==> src/rtl/bresenham_pkg.sv <==
// Shared widths, state encoding and helpers for the Bresenham line stepper.
package bresenham_pkg;

  localparam int X_W_DEF = 5;  // x offset width (signed)
  localparam int Y_W_DEF = 4;  // y offset width (signed)
  localparam int ERR_W   = 8;  // decision-variable width (signed)

  typedef enum logic [1:0] {
    IDLE  = 2'd0,
    SETUP = 2'd1,
    STEP  = 2'd2
  } state_e;

  // Doubling of a signed decision term; kept in one place so every err
  // update uses the same width.
  function automatic logic signed [ERR_W-1:0] twice(input logic signed [ERR_W-1:0] v);
    return v <<< 1;
  endfunction

endpackage

==> src/rtl/bresenham_stepper_octant_select.sv <==
// Octant normalisation: magnitudes, flip flags, and major/minor axis pick.
module octant_select
  import bresenham_pkg::*;
#(
  parameter int X_W   = X_W_DEF,
  parameter int Y_W   = Y_W_DEF,
  parameter int MAG_W = 6
) (
  input  logic signed [X_W-1:0]   dx,
  input  logic signed [Y_W-1:0]   dy,
  output logic                    flip_x,
  output logic                    flip_y,
  output logic                    flip_identity,
  output logic        [MAG_W-1:0] major,
  output logic        [MAG_W-1:0] minor
);

  logic signed [MAG_W-1:0] dx_e, dy_e;
  logic        [MAG_W-1:0] ax, ay;

  // Sign-extend one bit wider than the inputs so |-16| and |-8| fit, then
  // swap axes when y dominates (a tie stays on the x-major side).
  always_comb begin
    dx_e          = MAG_W'(dx);
    dy_e          = MAG_W'(dy);
    flip_x        = dx[X_W-1];
    flip_y        = dy[Y_W-1];
    ax            = flip_x ? MAG_W'(-dx_e) : MAG_W'(dx_e);
    ay            = flip_y ? MAG_W'(-dy_e) : MAG_W'(dy_e);
    flip_identity = (ay > ax);
    major         = flip_identity ? ay : ax;
    minor         = flip_identity ? ax : ay;
  end

endmodule

==> src/rtl/bresenham_stepper.sv <==
// First-octant Bresenham line walker with valid/ready request and point ports.
module bresenham_stepper
  import bresenham_pkg::*;
#(
  parameter int X_W = X_W_DEF,
  parameter int Y_W = Y_W_DEF
) (
  input  logic                  clk,
  input  logic                  rst_n,
  input  logic                  start_valid,
  output logic                  start_ready,
  input  logic signed [X_W-1:0] dx,
  input  logic signed [Y_W-1:0] dy,
  output logic                  point_valid,
  input  logic                  point_ready,
  output logic        [X_W-1:0] x_in,
  output logic        [Y_W-1:0] y_in,
  output logic                  flip_x,
  output logic                  flip_y,
  output logic                  flip_identity,
  output logic                  point_last
);

  // One extra bit over the wider axis holds the magnitude of the most
  // negative offset without wrapping.
  localparam int MAG_W = ((X_W > Y_W) ? X_W : Y_W) + 1;

  state_e                   state_q, state_d;
  logic                     alive_q, alive_d;
  logic signed [X_W-1:0]    dx_q, dx_d;
  logic signed [Y_W-1:0]    dy_q, dy_d;
  logic                     fx_q, fx_d, fy_q, fy_d, fi_q, fi_d;
  logic        [MAG_W-1:0]  major_q, major_d, minor_q, minor_d;
  logic        [MAG_W-1:0]  x_q, x_d, y_q, y_d;
  logic signed [ERR_W-1:0]  err_q, err_d;

  logic                     oct_fx, oct_fy, oct_fi;
  logic        [MAG_W-1:0]  oct_major, oct_minor;
  logic signed [ERR_W-1:0]  major_e, minor_e, oct_major_e, oct_minor_e;
  logic                     at_last;

  octant_select #(.X_W(X_W), .Y_W(Y_W), .MAG_W(MAG_W)) u_oct (
    .dx            (dx_q),
    .dy            (dy_q),
    .flip_x        (oct_fx),
    .flip_y        (oct_fy),
    .flip_identity (oct_fi),
    .major         (oct_major),
    .minor         (oct_minor)
  );

  assign at_last     = (x_q == major_q);
  assign major_e     = {{(ERR_W-MAG_W){1'b0}}, major_q};
  assign minor_e     = {{(ERR_W-MAG_W){1'b0}}, minor_q};
  assign oct_major_e = {{(ERR_W-MAG_W){1'b0}}, oct_major};
  assign oct_minor_e = {{(ERR_W-MAG_W){1'b0}}, oct_minor};

  // State and datapath registers; synchronous reset abandons any line.
  always_ff @(posedge clk) begin
    if (!rst_n) begin
      state_q <= IDLE;
      alive_q <= 1'b0;
      dx_q    <= '0;
      dy_q    <= '0;
      fx_q    <= 1'b0;
      fy_q    <= 1'b0;
      fi_q    <= 1'b0;
      major_q <= '0;
      minor_q <= '0;
      x_q     <= '0;
      y_q     <= '0;
      err_q   <= '0;
    end else begin
      state_q <= state_d;
      alive_q <= alive_d;
      dx_q    <= dx_d;
      dy_q    <= dy_d;
      fx_q    <= fx_d;
      fy_q    <= fy_d;
      fi_q    <= fi_d;
      major_q <= major_d;
      minor_q <= minor_d;
      x_q     <= x_d;
      y_q     <= y_d;
      err_q   <= err_d;
    end
  end

  // Next state: accept in IDLE, one setup cycle, walk until last handshake.
  always_comb begin
    state_d = state_q;
    case (state_q)
      IDLE:    if (start_valid && start_ready) state_d = SETUP;
      SETUP:   state_d = STEP;
      STEP:    if (point_ready && at_last) state_d = IDLE;
      default: state_d = IDLE;
    endcase
  end

  // Datapath: latch request, derive octant, then advance x and the error term.
  always_comb begin
    alive_d = 1'b1;
    dx_d    = dx_q;
    dy_d    = dy_q;
    fx_d    = fx_q;
    fy_d    = fy_q;
    fi_d    = fi_q;
    major_d = major_q;
    minor_d = minor_q;
    x_d     = x_q;
    y_d     = y_q;
    err_d   = err_q;
    case (state_q)
      IDLE: begin
        if (start_valid && start_ready) begin
          dx_d = dx;
          dy_d = dy;
        end
      end
      SETUP: begin
        fx_d    = oct_fx;
        fy_d    = oct_fy;
        fi_d    = oct_fi;
        major_d = oct_major;
        minor_d = oct_minor;
        x_d     = '0;
        y_d     = '0;
        err_d   = twice(oct_minor_e) - oct_major_e;
      end
      STEP: begin
        if (point_ready && !at_last) begin
          x_d = x_q + MAG_W'(1);
          if (err_q > 0) begin
            y_d   = y_q + MAG_W'(1);
            err_d = err_q + twice(minor_e - major_e);
          end else begin
            err_d = err_q + twice(minor_e);
          end
        end
      end
      default: ;
    endcase
  end

  // Outputs: flags hold between lines; last is qualified by STEP so an idle
  // x==major match never shows up.
  always_comb begin
    start_ready   = alive_q && (state_q == IDLE);
    point_valid   = (state_q == STEP);
    point_last    = (state_q == STEP) && at_last;
    x_in          = x_q[X_W-1:0];
    y_in          = y_q[Y_W-1:0];
    flip_x        = fx_q;
    flip_y        = fy_q;
    flip_identity = fi_q;
  end

endmodule
==> config.mk <==
export PLATFORM = sky130hd
export DESIGN_NAME = bresenham_stepper
export DESIGN_NICKNAME = d
export VERILOG_FILES = /design/src/rtl/bresenham_pkg.sv /design/src/rtl/bresenham_stepper_octant_select.sv /design/src/rtl/bresenham_stepper.sv
export SDC_FILE = /design/constraint.sdc
export NUM_CORES = 1
export LEC_CHECK = 0
export ABC_AREA = 1
export BUFFER_PORTS_ARGS = -buffer_cell sky130_fd_sc_hd__buf_2
export CAP_MARGIN = 10
export CELL_PAD_IN_SITES_DETAIL_PLACEMENT = 2
export CELL_PAD_IN_SITES_GLOBAL_PLACEMENT = 2
export CORE_AREA = 4 4 100 102
export CTS_CLUSTER_SIZE = 40
export DETAILED_ROUTE_END_ITERATION = 10
export DIE_AREA = 0 0 104 106
export GPL_TIMING_DRIVEN = 0
export PLACE_DENSITY_LB_ADDON = 0.1
export SYNTH_ARGS = -nofsm -noshare
export SYNTH_HDL_FRONTEND = slang
export SYNTH_SLANG_ARGS = --single-unit
==> constraint.sdc <==
create_clock -name clk -period 7.3 [get_ports clk]
set_input_delay 1.46 -clock clk [delete_from_list [all_inputs] [get_ports clk]]
set_output_delay 1.46 -clock clk [all_outputs]
set_load 0.01 [all_outputs]
==> results.md <==
* Status: finished clean
* First-pass GRT wire length at 16,900 um
* Post-synthesis cell count at 457
* Hpwl dp at 8250 um
* Die area at 0.0110 sq mm
* Worst Skew at 0.00959 ns
* DR WL/cell at 16.4 um
* CP Data Arrival Time at 4.01 ns
* H-Tree Depth at 2
* Max-slew violation count at 0
* Total Routed Length at 9950 um
* Number of port buffers at 27
* Via density at 5.14
* DRC viols at 0
* Worst slew pin tran at 0.556 ns
* Syn Area/Cell at 6.91 sq um
* Util after Layout at 0.388
* IO Count at 28
* Clock transition at path regs at 0.10 ns
* Initial Util at 0.347
* Vias in the first global route at 3,432
* WHS at 0.477 ns
* Number of buffers created by CTS at 5
* Power Density at 393 mW/mm^2
* Die W at 104 um
* Sequential area share after synthesis at 0.285
* VDD IR max at 0.105 mV
* Worst skew pair latency at 0.31 ns
* Hold crit path type: register to register
* Final setup vio count at 0
* Postcts setup bufs at 0
* Final period utilization at 0.520
* Maximum number of pins on one net before global-route repair at 17
* Total negative slack at 0 ns
* Relative slew slack at 0.628
* Nets at 540
* Global placement routability congestion at 0.807
* Core area at 0.00911 sq mm
* Lkg Pwr at 1.69 nW
* Row cnt at 35
* Most frequent cells in the layout: 84 x nand2_1, 65 x inv_1, 58 x a21oi_1, 45 x dfxtp_1, 44 x o21ai_0
* Critical Path End Type: register
* Wire length on met1 at 4560 um
* Gr ovfl total at 0
* Worst-path fanout max at 10
* Post-route ant nets at 0
* Worst Path Required at 7.51 ns
* Slowest cell on crit path: fa_1
* Final hold vios at 0
* Netlist cell types at 34
* CP peak stage delay at 0.43 ns
* CTS Buffer Depth at 2
* Critical path class: register to register
* Layout cell share with drive strength beyond 1 at 0.123
* Hold Buf Count CTS at 0
* Pre-CTS setup slack at 3.54 ns
* CTS tree: built
* Drt initial violations at 74
* CTS Sinks at 45
* Via count at 3,112
* RSZ-0062 raised after global routing: no
* Crit-path cells: inv_1, ha_1, inv_1, nor4_1, inv_1, ha_1, nand2_1, nor2_1, nand2_1, nand3_1, nand2_4, buf_6, nand2_1, o21ai_2, inv_1, fa_1, o21ai_0, nand2_1, a21oi_1, o21ai_0, a21oi_1, nor2_1
* Drt first pass iters at 4
* Number of antenna diodes at 0
* Final min period at 3.79 ns
* Buffer type at the clock tree root: clkbuf_8
* Synthesis Warnings at 0
* Die Y at 106 um
* Fin worst setup slack at 3.51 ns
* Initial antenna violation count at 0
* Highest routed layer: met4
* Commonest non-fill, non-tap cell in the layout: nand2_1
* Layout area overhead at 11.9%
* Met2 Wirelength at 5200 um
* Mapped Area at 0.00316 sq mm
* Max cap viols at 0
* Total GRT Usage at 0.188
* Metal3 WL at 139 um
* # resized after CTS at 0
* Max Fclk at 0.264 GHz
* Synthesized flop and latch total at 45
* CP Launch Type: register
* Overall power at 1.39 mW
[critical path, delay by kind of cell, from the launching register on]
| family | cells | cell delay (ns) |
|---|---|---|
| fa+ha+maj | 3 | 0.91 |
| flops | 1 | 0.34 |
| simple gates | 9 | 0.99 |
| compound gates | 5 | 0.81 |
| buf+inv | 5 | 0.63 |
[metrics by stage]
stage                     instances  area (sq um)
after CTS                       605          3530
after global routing            605          3530
after global placement          597          3440
after detailed placement        597          3440
final                           605          3530
after floorplan                 459          3170
[layer usage]
metal,up-vias,track usage
met4,0,0.0313
met2,25,0.362
met3,6,0.0200
met1,1527,0.229
met5,-,0
li1,1554,-
[flip-flops by register name, indices dropped and copies added (netlist names), 2 cells and up]
signal	cells
dx_q	5
dy_q	4
err_q	8
major_q	6
minor_q	6
state_q	2
x_q	6
y_q	4
[final cells by class]
cell class	count	area (sq um)
Timing Repair Buffer	27	135
Buffer	18	119
Multi-Input combinational cell	328	1890
Inverter	68	255
Sequential cell	45	901
Tap cell	111	139
Fill cell	1134	5580
Clock inverter	3	25.0
Clock buffer	5	68.8
[where the power goes]
part / switching [mW] / total (mW) / internal, mW
Clock: 0.101 / 0.170 / 0.0694
Combinational: 0.564 / 0.878 / 0.315
Sequential: 0.0447 / 0.341 / 0.296
[cell families (layout without fill, tap and decap cells)]
family                   count (synthesis)  after routing  synth area share
XOR/XNOR                                15             15            0.0416
buffers and inverters                   86            121             0.118
other                                    2              4           0.00238
AND/OR/NAND/NOR                        159            159             0.220
AO/OA/AOI/OAI                          116            116             0.190
adder cells (fa/ha/maj)                 34             34             0.142
flip-flops                              45             45             0.285
[synth_stat cells (all sizes together)]
master,count,area share
a211oi,1,0.0040
a21boi,1,0.0024
a21oi,58,0.092
buf,11,0.029
clkbuf,7,0.0083
clkinv,1,0.0012
conb,2,0.0024
dfxtp,45,0.29
fa,3,0.019
ha,31,0.12
inv,67,0.080
nand2,87,0.11
nand3,26,0.041
nand4,5,0.012
nor2,32,0.043
nor3,6,0.011
nor4,1,0.0020
o211ai,2,0.0048
o21ai,53,0.085
o22ai,1,0.0020
or2,2,0.0040
xnor2,3,0.0083
xor2,12,0.033
[worst paths after layout]
kind	startpoint	to	slack, ns	cells after the start
setup / recovery	dx_q[0]	err_q[6]	3.51	22
hold / removal	minor_q[5]	minor_q[5]	0.48	2
setup reg to reg	dx_q[0]	err_q[6]	3.51	22
hold reg to reg	minor_q[5]	minor_q[5]	0.48	2
No activity file was read; power rests on OpenSTA's default activity.
